$ cat config.mk
export PLATFORM = sky130hd
export DESIGN_NAME = pc_predict_unit
export DESIGN_NICKNAME = d
export VERILOG_FILES = /design/src/rtl/pc_predict_unit.sv
export SDC_FILE = /design/constraint.sdc
export NUM_CORES = 1
export LEC_CHECK = 0
export ABC_AREA = 0
export CAP_MARGIN = 25
export CORE_MARGIN = 2
export CORE_UTILIZATION = 35
export DETAILED_ROUTE_END_ITERATION = 8
export MAX_ROUTING_LAYER = met4
export PLACE_DENSITY = 0.62
export SYNTH_ARGS = -nofsm -noshare
export SYNTH_HDL_FRONTEND = slang
export SYNTH_SLANG_ARGS = --single-unit
$ cat constraint.sdc
create_clock -name clk -period 20 [get_ports clk]
set_input_delay 4 -clock clk [delete_from_list [all_inputs] [get_ports clk]]
set_output_delay 4 -clock clk [all_outputs]
set_load 0.005 [all_outputs]
$ cat src/rtl/pc_predict_unit.sv
// Fetch PC register with a 2-bit-counter branch history table.
// Predicts JAL/branch targets in ID, resolves in EX, and redirects fetch with flushes on a mispredict.
module pc_predict_unit #(
    parameter int              XLEN      = 32,
    parameter logic [XLEN-1:0] RESET_PC  = '0,
    parameter int              BHT_IDX_W = 6,
    parameter int              CNT_W     = 16
) (
    input  logic             clk,
    input  logic             rst,
    input  logic             stall,
    output logic [XLEN-1:0]  pc_f,
    input  logic             dec_valid,
    input  logic [1:0]       dec_branchjump,
    input  logic [XLEN-1:0]  dec_pc,
    input  logic [XLEN-1:0]  dec_pcimm,
    output logic             pred_taken_d,
    input  logic             ex_valid,
    input  logic [1:0]       ex_branchjump,
    input  logic             ex_flag,
    input  logic             ex_pred_taken,
    input  logic [XLEN-1:0]  ex_pc,
    input  logic [XLEN-1:0]  ex_pc4,
    input  logic [XLEN-1:0]  ex_pcimm,
    input  logic [XLEN-1:0]  ex_pcjalr,
    output logic             flush_f,
    output logic             flush_d,
    output logic [CNT_W-1:0] mispredict_cnt
);
    localparam int BHT_N = 1 << BHT_IDX_W;

    localparam logic [1:0] BJ_BRANCH = 2'b01;
    localparam logic [1:0] BJ_JAL    = 2'b10;
    localparam logic [1:0] BJ_JALR   = 2'b11;

    logic [XLEN-1:0]             pc_q, pc_d;
    logic [CNT_W-1:0]            cnt_q, cnt_d;
    logic [BHT_N-1:0][1:0]       bht_q, bht_d;

    logic [BHT_IDX_W-1:0] dec_idx, ex_idx;
    logic [1:0]           dec_ctr, ex_ctr, ex_ctr_upd;
    logic                 pred_taken, ex_redirect, dec_redirect, bht_we;
    logic [XLEN-1:0]      ex_target;
    logic                 unused_pc_bits;

    // Only the index bits of the PCs address the table; the rest are deliberately ignored.
    assign unused_pc_bits = ^{dec_pc, ex_pc};

    assign dec_idx = dec_pc[BHT_IDX_W+1:2];
    assign ex_idx  = ex_pc[BHT_IDX_W+1:2];
    assign dec_ctr = bht_q[dec_idx];
    assign ex_ctr  = bht_q[ex_idx];

    always_comb begin
        pred_taken = !rst && dec_valid &&
                     ((dec_branchjump == BJ_BRANCH && dec_ctr[1]) || dec_branchjump == BJ_JAL);
        ex_redirect = !rst && ex_valid &&
                      (ex_branchjump == BJ_JALR ||
                       (ex_branchjump == BJ_BRANCH && ex_flag != ex_pred_taken));
        dec_redirect = pred_taken && !stall && !ex_redirect;
    end

    always_comb begin
        ex_target = ex_flag ? ex_pcimm : ex_pc4;
        if (ex_branchjump == BJ_JALR) begin
            ex_target = ex_pcjalr;
        end
    end

    // EX redirect beats everything, including stall: younger stalled work is flushed.
    always_comb begin
        if (ex_redirect) begin
            pc_d = ex_target;
        end else if (dec_redirect) begin
            pc_d = dec_pcimm;
        end else if (stall) begin
            pc_d = pc_q;
        end else begin
            pc_d = pc_q + XLEN'(4);
        end
    end

    always_comb begin
        cnt_d = cnt_q;
        if (ex_redirect && cnt_q != {CNT_W{1'b1}}) begin
            cnt_d = cnt_q + CNT_W'(1);
        end
    end

    // Saturating 2-bit counter update; a same-cycle ID read still sees the old entry.
    always_comb begin
        bht_we     = ex_valid && ex_branchjump == BJ_BRANCH;
        ex_ctr_upd = ex_ctr;
        if (ex_flag && ex_ctr != 2'b11) begin
            ex_ctr_upd = ex_ctr + 2'd1;
        end else if (!ex_flag && ex_ctr != 2'b00) begin
            ex_ctr_upd = ex_ctr - 2'd1;
        end
        bht_d = bht_q;
        if (bht_we) begin
            bht_d[ex_idx] = ex_ctr_upd;
        end
    end

    always_ff @(posedge clk or posedge rst) begin
        if (rst) begin
            pc_q  <= RESET_PC;
            cnt_q <= '0;
            bht_q <= {BHT_N{2'b01}};
        end else begin
            pc_q  <= pc_d;
            cnt_q <= cnt_d;
            bht_q <= bht_d;
        end
    end

    assign pc_f           = pc_q;
    assign mispredict_cnt = cnt_q;
    assign pred_taken_d   = pred_taken;
    assign flush_f        = ex_redirect || dec_redirect;
    assign flush_d        = ex_redirect;

endmodule
==> metrics list, run 1 <==
- The first global-routing pass estimated 49900 um of wire.
- The layer flagged by global routing as most heavily used is met2.
- Most frequent cells in the layout: sky130_fd_sc_hd__clkdlybuf4s50_1, sky130_fd_sc_hd__mux2_2, sky130_fd_sc_hd__dfrtp_1, sky130_fd_sc_hd__nand2_1, sky130_fd_sc_hd__nor2_1
- Setup crit start kind: input port
- Met2 Track Usage GR: 32.4%
- Across the routed clock network, the largest skew measured is 0.0167 ns.
* Clock Sinks: 176
- In this run the core area contains 63 standard-cell rows.
* Max incr delay on CP: 1.10 ns
* Critical Path Sink Type: output port
- For this run, the top clock speed supported by timing is 0.0842 GHz.
- Initial antenna violation count: 1
- For this design the static power due to leakage is 5.62 nW.
- The number of different library cells used by synthesis comes to 67.
* Overall power after layout: 0.996 mW
* Count of flip-flops with a built-in enable after synthesis: 0
- Detailed placement finished with a half-perimeter wire length of 22800 um.
- In this run the number of cells on the critical path is 10.
- The mapped netlist covers 10700 sq um.
* Synthesis-to-layout area growth: 27.9%
- Internal power comes to 0.702 mW.
- The worst path uses 59.4% of the clock period.
- TritonRoute pass-1 iters: 6
* Final setup violation count: 0
- Seq/Total Area, Yosys: 42.0%
* Comb pwr share: 21.8%
- After detailed placement, the total cell area comes to 13100 sq um.
- At the end of routability-driven placement, the weighted congestion stood at 0.859.
- The tool flagged a number of max-cap violations equal to 0.
* Core Box Area: 29900 sq um
- Vias in the first global route: 8438
* Data arrival time at the worst-slack endpoint: 7.88 ns
* Number of I/O pins: 254
- The finished cells cover 13700 sq um.
- In the global route stage, met1 resource usage came out at 28.8%.
- Worst-case clock buffer depth: 2
- Walking the worst path, the cells encountered are clkdlybuf4s50_1 > mux4_2 > mux2i_1 > a221oi_1 > nand3_1 > o211ai_4 > buf_4 > and2b_1 > or2_2 > clkdlybuf4s50_1.
- Number of cells traversed by the worst register-to-register path: 11
- Of the cells placed in the final design, the portion with a size suffix greater than 1 is 25.9%.
- The finished layout holds 1578 standard cells, fillers aside.
- For this run, global-route usage on met3 was measured as 3.16%.
- Number of warning messages in the yosys log: 0
* Setup slack, reg-to-reg: 16.55 ns
- After clock tree synthesis, the repair step resized 0 gates.
- Worst flop-to-flop path startpoint: bht_q[42]$_DFFE_PP1P_
- CTS built an H-tree with a depth of 4.
- Crit path launch: dec_pc[4]
- The flow ran to the end, and the final reports show no timing, DRC or antenna violations.
* TritonCTS clock tree: yes
- Setup repair after global routing left no endpoint under its margin.
- Die Span X: 179 um
- Headroom to the max-slew limit: 25.9%
- Count of vias placed by the detailed router: 8738
- The slowest stage of the critical path belongs to the cell sky130_fd_sc_hd__clkdlybuf4s50_1.
* Sum of buffers and inverters on the critical path: 3
- # fillers: 2833
* Average wire per standard cell: 21.0 um
- The average instance in the mapped netlist occupies 10.7 sq um.
* Fraction of synthesis flops using an asynchronous set or reset pin: 100%
- VDD sags by at most 0.0600 mV.
- Of all nets on the critical path, the largest fanout is 61.
- Largest net degree at the start of global routing: 65
- Clock-pin slew was measured on the worst setup and hold paths at 0.07 ns.
- Clock buffer count from CTS: 17
- In this run the clock root is driven by a sky130_fd_sc_hd__clkbuf_16.
- Dividing the detail-routed via count by the number of cells gives 5.54.
* Setup Total Neg Slack: 0 ns
* Worst hold slack across all endpoints: 0.500 ns
- P per Cell Area: 72.9 nW/um^2
- Final min period: 11.88 ns
- Global routing finished with a remaining overflow of 0.
- Nets@finish: 1378
- The most numerous cell type found on the critical path is sky130_fd_sc_hd__clkdlybuf4s50_1.
- Input and output buffers added on the ports amount to 201.
- Cell family with the largest share of critical-path delay: buffers and inverters
- Synthesis produced a netlist with a net count of 1210.
- In this run the remaining antenna-violating nets after routing total 0.
- Total routing usage reported by global routing: 21.0%
* Number of max-slew violations in the final report: 0
- Footprint of the flip-flops and latches: 4480 sq um
- Post-layout utilization of the core: 45.8%
- The min-delay analysis places its worst path in the category flip-flop to flip-flop.
- The later pin in the worst-skew pair is clocked with a latency of 0.44 ns.
- Timing analysis after detailed placement gives a worst setup slack of 8.18 ns.
- In this run the post-CTS setup repair buffer count came out at 0.
- Slew at the pin closest to its max-slew limit: 1.11 ns
- The clock network burns 34.9% of the power.
* Placed cell count: 1541
* Number of buffers inserted for hold repair after clock tree synthesis: 0
- After technology mapping, the gate count stands at 1003.
* Switching portion of total power: 29.5%
* Total Routed Length: 33100 um
* #FFs+latches synth: 176
- The worst path meets setup with 8.12 ns of slack.
- Summed over all nets, the switching power comes to 0.294 mW.
- Once the floorplan was initialized, standard cells occupied 35.8% of the core.
* RR Endpoint: bht_q[18]$_DFFE_PP1P_
- For the worst setup path, the data required time is 16.00 ns.
- The worst setup path is of the input port to output port kind.
* Register share of total power: 43.3%
- Multi-input combinational cell area: 5920 sq um
- The most critical setup path has its endpoint at flush_f.
- Top_reg_cell synth: sky130_fd_sc_hd__dfrtp_1
* Remaining routing DRC violations: 0
- Vertical extent of the die: 179 um
- Overall die area: 31900 sq um
- The library cell used most frequently in the layout, excluding fill and tap cells, is sky130_fd_sc_hd__clkdlybuf4s50_1.
* Number of hold violations in the final report: 0
- DR iter-0 viols: 733
## layer usage
layer  wire length [um]  up-vias
met1              14900     4368
met4                648        0
met3               1620       32
li1                   -     4078
met2              15900      260
met5                  0        -
## Yosys cell counts, drive strengths merged (19+ instances only)
cell / number / area share [%]
mux2: 150 / 16
mux4: 29 / 6.1
a221oi: 19 / 1.6
dfrtp: 112 / 26
dfstp: 64 / 16
a21oi: 40 / 1.9
buf: 23 / 1.2
mux2i: 53 / 5.0
nand3: 23 / 1.1
o21ai: 32 / 1.5
nor2: 72 / 2.5
nand2: 106 / 3.7
clkbuf: 44 / 1.5
## state kept, by name, summed over array words and instances, names as in the netlist
name            flops
mispredict_cnt     16
pc_f               32
bht_q             128
## how the worst min path moves through the flow
stage                                        start                              to  slack, ns  cells after the start
floorplan           mispredict_cnt[11]$_DFFE_PP0P_  mispredict_cnt[11]$_DFFE_PP0P_       0.48                      1
global placement     mispredict_cnt[6]$_DFFE_PP0P_   mispredict_cnt[6]$_DFFE_PP0P_       0.49                      1
detailed placement  mispredict_cnt[11]$_DFFE_PP0P_  mispredict_cnt[11]$_DFFE_PP0P_       0.49                      1
CTS                 mispredict_cnt[11]$_DFFE_PP0P_  mispredict_cnt[11]$_DFFE_PP0P_       0.50                      1
global route         mispredict_cnt[6]$_DFFE_PP0P_   mispredict_cnt[6]$_DFFE_PP0P_       0.52                      1
finish              mispredict_cnt[11]$_DFFE_PP0P_  mispredict_cnt[11]$_DFFE_PP0P_       0.50                      1
## final cells by class
class / count / area share [%]
multi-input combinational: 750 / 43.3
sequential: 176 / 32.8
timing repair buffer: 216 / 15.6
tap: 390 / 3.57
clock buffer: 17 / 3.11
clock inverter: 15 / 1.27
inverter: 10 / 0.311
antenna: 4 / 0.0732
## power groups by stage
stage	logic, mW	clock network (mW)	registers (mW)
after floorplan	0.111	0	0.429
after detailed placement	0.218	0	0.436
after global placement	0.214	0	0.436
after global routing	0.236	0.370	0.437
after CTS	0.219	0.354	0.431
final	0.217	0.348	0.432
## kinds of logic (layout without fill, tap and decap cells)
group	after synthesis	after routing	synth area share, %
AOI/OAI and AO/OA	181	181	11.6
adders and majority gates	4	4	0.468
buffers and inverters	77	258	3.06
DFF	176	176	42.0
muxes	232	232	26.9
xor gates and xnor gates	16	16	1.31
and+or+nand+nor	317	317	14.8
other	0	4	0
(Power assumes the default switching activity.)
==> run 2: changes to the inputs <==
PLACE_DENSITY = 0.64   (was 0.62)
clock period = 10.79 ns   (was 20 ns; I/O delays follow)
==> metrics list, run 2 (synthesis gave the netlist of run 1 again) <==
- Leaving out fill and tap cells, the most frequent cell in the layout is sky130_fd_sc_hd__clkdlybuf4s50_1.
- Pin placement for this block handled 254 I/O pins.
- Largest net degree at the start of global routing: 104
- Headroom to the max-slew limit: 32.3%
- The tree is rooted in a sky130_fd_sc_hd__clkbuf_16.
- At the pin with the least slew margin, the transition time is 1.01 ns.
- After global routing the overflow that remains totals 0.
* Total Routed Length: 32900 um
- Buffers inserted during clock tree synthesis total 17.
- Largest register by flop count: bht_q
- Clk slew on worst S/H paths: 0.07 ns
* Vias in the first global route: 8589
* Clk_skew: 0.0152 ns
- Total routing usage reported by global routing: 20.8%
- Input and output buffers added on the ports amount to 201.
- The critical path goes through clkdlybuf4s50_1 > mux4_2 > mux2_2 > a211o_1 > o21ai_1 > o211ai_4 > buf_4 > and2b_1 > or2_2 > clkdlybuf4s50_1.
- Number of max-slew violations in the final report: 0
- By startpoint and endpoint, the worst setup path is classified as input port to output port.
* Overall die area: 31900 sq um
- Half-perimeter wire length of the detailed placement result: 23000 um
* CP max FO: 61
* Data arrival time at the worst-slack endpoint: 5.91 ns
* HP Class: flip-flop to flip-flop
- Overall power after layout: 1.84 mW
* Slowest cell on crit path: sky130_fd_sc_hd__clkdlybuf4s50_1
- In this run the number of H-tree levels came out at 4.
- In this run the register-to-register setup slack is 7.29 ns.
* Global-route wire length before repair: 49400 um
- Number of hold violations in the final report: 0
- The core region is 29900 sq um.
* Remaining routing DRC violations: 0
* Initial antenna violation count: 2
* RSZ-0062 raised after global routing: no
- The detail route stage leaves a number of antenna-violating nets equal to 0.
* DR iter-0 viols: 642
* Worst hold start: mispredict_cnt[11]$_DFFE_PP0P_
- Post-layout utilization of the core: 45.8%
- STA classifies the critical path startpoint as an input port.
* Count of vias placed by the detailed router: 8875
- The tool flagged a number of max-cap violations equal to 0.
- For the finished layout, the period the worst path requires is 8.07 ns.
* Critical Path Sink Type: output port
* Vertical extent of the die: 179 um
- Post-CTS Setup Repair Bufs: 0
- The first detailed-routing pass took 5 iterations.
* Run status: completed
* Die Span X: 179 um
- VDD sags by at most 0.129 mV.
* Clock Sinks: 176
- Tcrit/Tclk final: 74.8%
- Timing would allow up to 0.124 GHz.
* Post-cts sizing count: 0
- Number of buffers inserted for hold repair after clock tree synthesis: 0
* Starting Density: 35.8%
- Average wire per standard cell: 20.8 um
* Worst flop-to-flop path startpoint: bht_q[30]$_DFFE_PP1P_
- The library cells used most frequently in the layout, excluding fill and tap cells, are sky130_fd_sc_hd__clkdlybuf4s50_1, sky130_fd_sc_hd__mux2_2, sky130_fd_sc_hd__dfrtp_1, sky130_fd_sc_hd__nand2_1, sky130_fd_sc_hd__nor2_1.
- Vias per cell: 5.62
- The floorplan has 63 rows.
* Nets@finish: 1380
- Compared with the post-synthesis result, the final layout area differs by 28.0%.
- At the later pin of the worst-skew pair, clock insertion delay measures 0.44 ns.
* Cell repeated most along the worst path: sky130_fd_sc_hd__clkdlybuf4s50_1
- The analysis attributes to cell leakage a power of 5.63 nW.
- Tracing the worst setup path back leads to its startpoint at dec_pc[3].
- Setup violations remaining at the end of the flow were counted as 0.
* TritonCTS clock tree: yes
* Max incr delay on CP: 0.76 ns
- The register with the most flip-flops in the layout has 128 of them.
- P per Cell Area: 135 nW/um^2
- The congestion estimate from routability-driven global placement came to 0.881.
* Fraction of layout cells with a size suffix above 1: 26.0%
* Setup Total Neg Slack: 0 ns
* Worst-case clock buffer depth: 2
- Critical Path RT: 8.63 ns
run 2: cell count changes in the layout (fill, tap and decap cells not counted), sizes merged:
cell	previous run	this run
clkinv	4	5
buf	18	20
inv	17	12
diode	4	2
clkinvlp	2	3
clkbuf	17	20
run 2: critical path: cells and delay by family:
family	cells	cell delay, ns
buffers and inverters	3	1.55
multiplexers	2	0.84
AO/OA/AOI/OAI	3	0.72
AND/OR/NAND/NOR	2	0.61
run 2: cell type report:
cell class / count / area (sq um)
Fill cell: 2811 / 16200
Sequential cell: 176 / 4480
Clock inverter: 12 / 133
Inverter: 10 / 42.5
Timing Repair Buffer: 218 / 2160
Multi-Input combinational cell: 750 / 5920
Antenna cell: 2 / 5.00
Tap cell: 390 / 488
Clock buffer: 20 / 457
run 2: layer usage:
layer | vias up | track usage (%) | routed length [um]
met5 | - | - | 0
met4 | 0 | 7.55 | 798
met3 | 54 | 3.27 | 1980
met2 | 310 | 31.8 | 15800
met1 | 4433 | 28.0 | 14300
li1 | 4078 | - | -
run 2: power breakdown:
| part | switching [mW] | internal, mW |
|---|---|---|
| sequential | 0.0700 | 0.732 |
| clock | 0.278 | 0.355 |
| combinational | 0.184 | 0.221 |
| total | 0.533 | 1.31 |
run 2: final timing paths:
kind | to | depth (start not counted)
max | flush_f | 10
min | mispredict_cnt[11]$_DFFE_PP0P_ | 1
max reg2reg | bht_q[57]$_DFFE_PP0P_ | 11
min reg2reg | mispredict_cnt[11]$_DFFE_PP0P_ | 1
max in group asynchronous | bht_q[89]$_DFFE_PP0P_ | 3
min in group asynchronous | pc_f[31]$_DFFE_PP0P_ | 2
run 2: per-stage QoR:
stage / instances / hold WS (ns) / setup WS (ns) / instance area [sq um]
final: 1578 / 0.508 / 2.72 / 13700
after global routing: 1578 / 0.526 / 2.62 / 13700
after CTS: 1573 / 0.510 / 2.22 / 13600
after detailed placement: 1541 / 0.495 / 2.23 / 13000
after global placement: 1541 / 0.489 / 2.25 / 13000
after floorplan: 1003 / 0.482 / 1.65 / 10700
==> run 3: changes to the inputs <==
clock period = 6.9 ns   (was 10.79 ns; I/O delays follow)
==> metrics list, run 3 (synthesis gave the netlist of run 1 again) <==
- Run status: completed
- Fin worst setup slack: 0.853 ns
* Antenna-violating nets left: 0
- Largest register by flop count: bht_q
* Synthesis-to-layout area growth: 27.6%
- In this run, CTS created clock tree buffers numbering 17.
* Leakage power total: 5.60 nW
- The number of max-slew violations in the final report came to 0.
- From bottom edge to top edge, the die measures 179 um.
- Achievable clock frequency: 0.165 GHz
- The worst hold path belongs to the class flip-flop to flip-flop.
- VDD sags by at most 0.185 mV.
- The number of hold-slack violations in the final timing report came to 0.
- For this design, the CTS-stage hold fixing added 0 buffers.
- CTS placed an instance of sky130_fd_sc_hd__clkbuf_16 at the clock tree root.
- Clk Latency, worst-skew pair: 0.44 ns
* Half-perimeter wire length of the detailed placement result: 23400 um
- Number of rows in the core area: 63
- Once the clock tree was built, the setup fixing pass inserted 0 buffers.
* Tcrit/Tclk final: 87.6%
- Die Span X: 179 um
- In the routed layout, each cell is associated on average with a via count of 5.66.
- The worst path in the final design needs a cycle of 6.05 ns, including I/O delays and setup.
- The routed design has 33300 um of wire.
- Maximum level of the CTS H-tree: 4
- Core Box Area: 29900 sq um
- Across all layers, the routed design uses 8914 vias.
* Average wire per standard cell: 21.1 um
- The worst setup path is launched from an input port.
- Final setup violation count: 0
- The first detailed-routing pass took 6 iterations.
- RSZ-0062 raised after global routing: no
* Initial antenna violation count: 1
- For this run, design rule violations remaining after detail routing come to 0.
* DR iter-0 viols: 679
- Dividing total power by cell area gives a power density of 209 nW/um^2.
* Max Cap Viol: 0
- Critical Path RT: 5.52 ns
- The worst setup path is captured at an output port.
- In the layout the commonest cells are sky130_fd_sc_hd__clkdlybuf4s50_1, sky130_fd_sc_hd__mux2_2, sky130_fd_sc_hd__dfrtp_1, sky130_fd_sc_hd__nand2_1, sky130_fd_sc_hd__nor2_1.
- Vias in the first global route: 8592
* Total routing usage reported by global routing: 21.3%
- The critical path is of the input port to output port type.
* Count of buffers inserted at the top-level ports: 201
- After clock tree synthesis, the clock-pin slew on the worst setup and hold paths is 0.07 ns.
* Flip-flop count of the largest register, all copies and words added: 128
* Nets@finish: 1379
- TritonCTS built the clock tree.
- Cells with a size suffix above 1 make up 25.8% of the layout.
* Data arrival time at the worst-slack endpoint: 4.67 ns
- The worst pin sits at a relative slew slack of 25.7%.
- Pin placement for this block handled 254 I/O pins.
* Largest net degree at the start of global routing: 177
* Gp weighted congestion: 0.894
- # fillers: 2809
* Post-cts sizing count: 0
- The initial utilization of the core area, before any placement, comes to 35.8%.
* Aggregate global routing overflow: 0
- Worst-case clock buffer depth: 2
* Setup Total Neg Slack: 0 ns
* Global-route wire length before repair: 50200 um
- Placement-stage worst setup slack: 0.858 ns
- Clk_skew: 0.0171 ns
- Of all nets on the critical path, the largest fanout is 6.
* Overall die area: 31900 sq um
* Clock Sinks: 176
- At the pin with the least slew margin, the transition time is 1.12 ns.
- The library cell used most frequently in the layout, excluding fill and tap cells, is sky130_fd_sc_hd__clkdlybuf4s50_1.
-- run 3: worst max-delay path: stages --
cell	delay, ns
sky130_fd_sc_hd__clkdlybuf4s50_1	0.65
sky130_fd_sc_hd__mux4_2	0.53
sky130_fd_sc_hd__mux2_2	0.28
sky130_fd_sc_hd__a211o_1	0.30
sky130_fd_sc_hd__o21ai_1	0.33
sky130_fd_sc_hd__o211ai_4	0.16
sky130_fd_sc_hd__and2b_1	0.28
sky130_fd_sc_hd__or2_2	0.30
sky130_fd_sc_hd__clkdlybuf4s50_1	0.45
-- run 3: layout make-up --
class,instances,area (sq um),share of cell area [%]
Multi-Input combinational cell,750,5920,43.4
Sequential cell,176,4480,32.9
Timing Repair Buffer,217,2130,15.6
Tap cell,390,488,3.58
Clock buffer,19,433,3.17
Clock inverter,13,140,1.03
Inverter,10,41.3,0.303
Antenna cell,1,2.50,0.0184
-- run 3: worst paths after layout --
check	from	endpoint	slack (ns)	depth (start not counted)
max in group asynchronous	rst	pc_f[12]$_DFFE_PP0P_	4.31	3
min in group asynchronous	rst	pc_f[19]$_DFFE_PP0P_	1.69	3
hold / removal	mispredict_cnt[6]$_DFFE_PP0P_	mispredict_cnt[6]$_DFFE_PP0P_	0.51	1
hold reg to reg	mispredict_cnt[6]$_DFFE_PP0P_	mispredict_cnt[6]$_DFFE_PP0P_	0.51	1
setup / recovery	dec_pc[3]	flush_f	0.85	9
setup reg to reg	bht_q[30]$_DFFE_PP1P_	bht_q[111]$_DFFE_PP0P_	3.53	11
-- run 3: metal layers --
| metal | global-route usage (%) | routed length [um] |
|---|---|---|
| met5 | - | 0 |
| met4 | 7.25 | 806 |
| met3 | 3.33 | 1690 |
| met2 | 32.5 | 15900 |
| met1 | 28.8 | 14900 |
-- run 3: power breakdown --
part / internal (mW) / switching [mW] / leakage [nW]
registers: 1.15 / 0.108 / 2.12
clock network: 0.535 / 0.437 / 0.270
logic: 0.343 / 0.287 / 3.20
-- run 3: metrics by stage --
| stage | instance area, sq um | std cells | total power, mW | util (%) | hold slack (ns) |
|---|---|---|---|---|---|
| after floorplan | 10700 | 1003 | 1.56 | - | 0.482 |
| after global placement | 13100 | 1543 | 1.89 | 43.7 | 0.484 |
| after detailed placement | 13100 | 1543 | 1.90 | 43.7 | 0.499 |
| after CTS | 13600 | 1575 | 2.87 | 45.6 | 0.512 |
| after global routing | 13600 | 1576 | 2.98 | 45.6 | 0.525 |
| final | 13600 | 1576 | 2.85 | 45.6 | 0.508 |
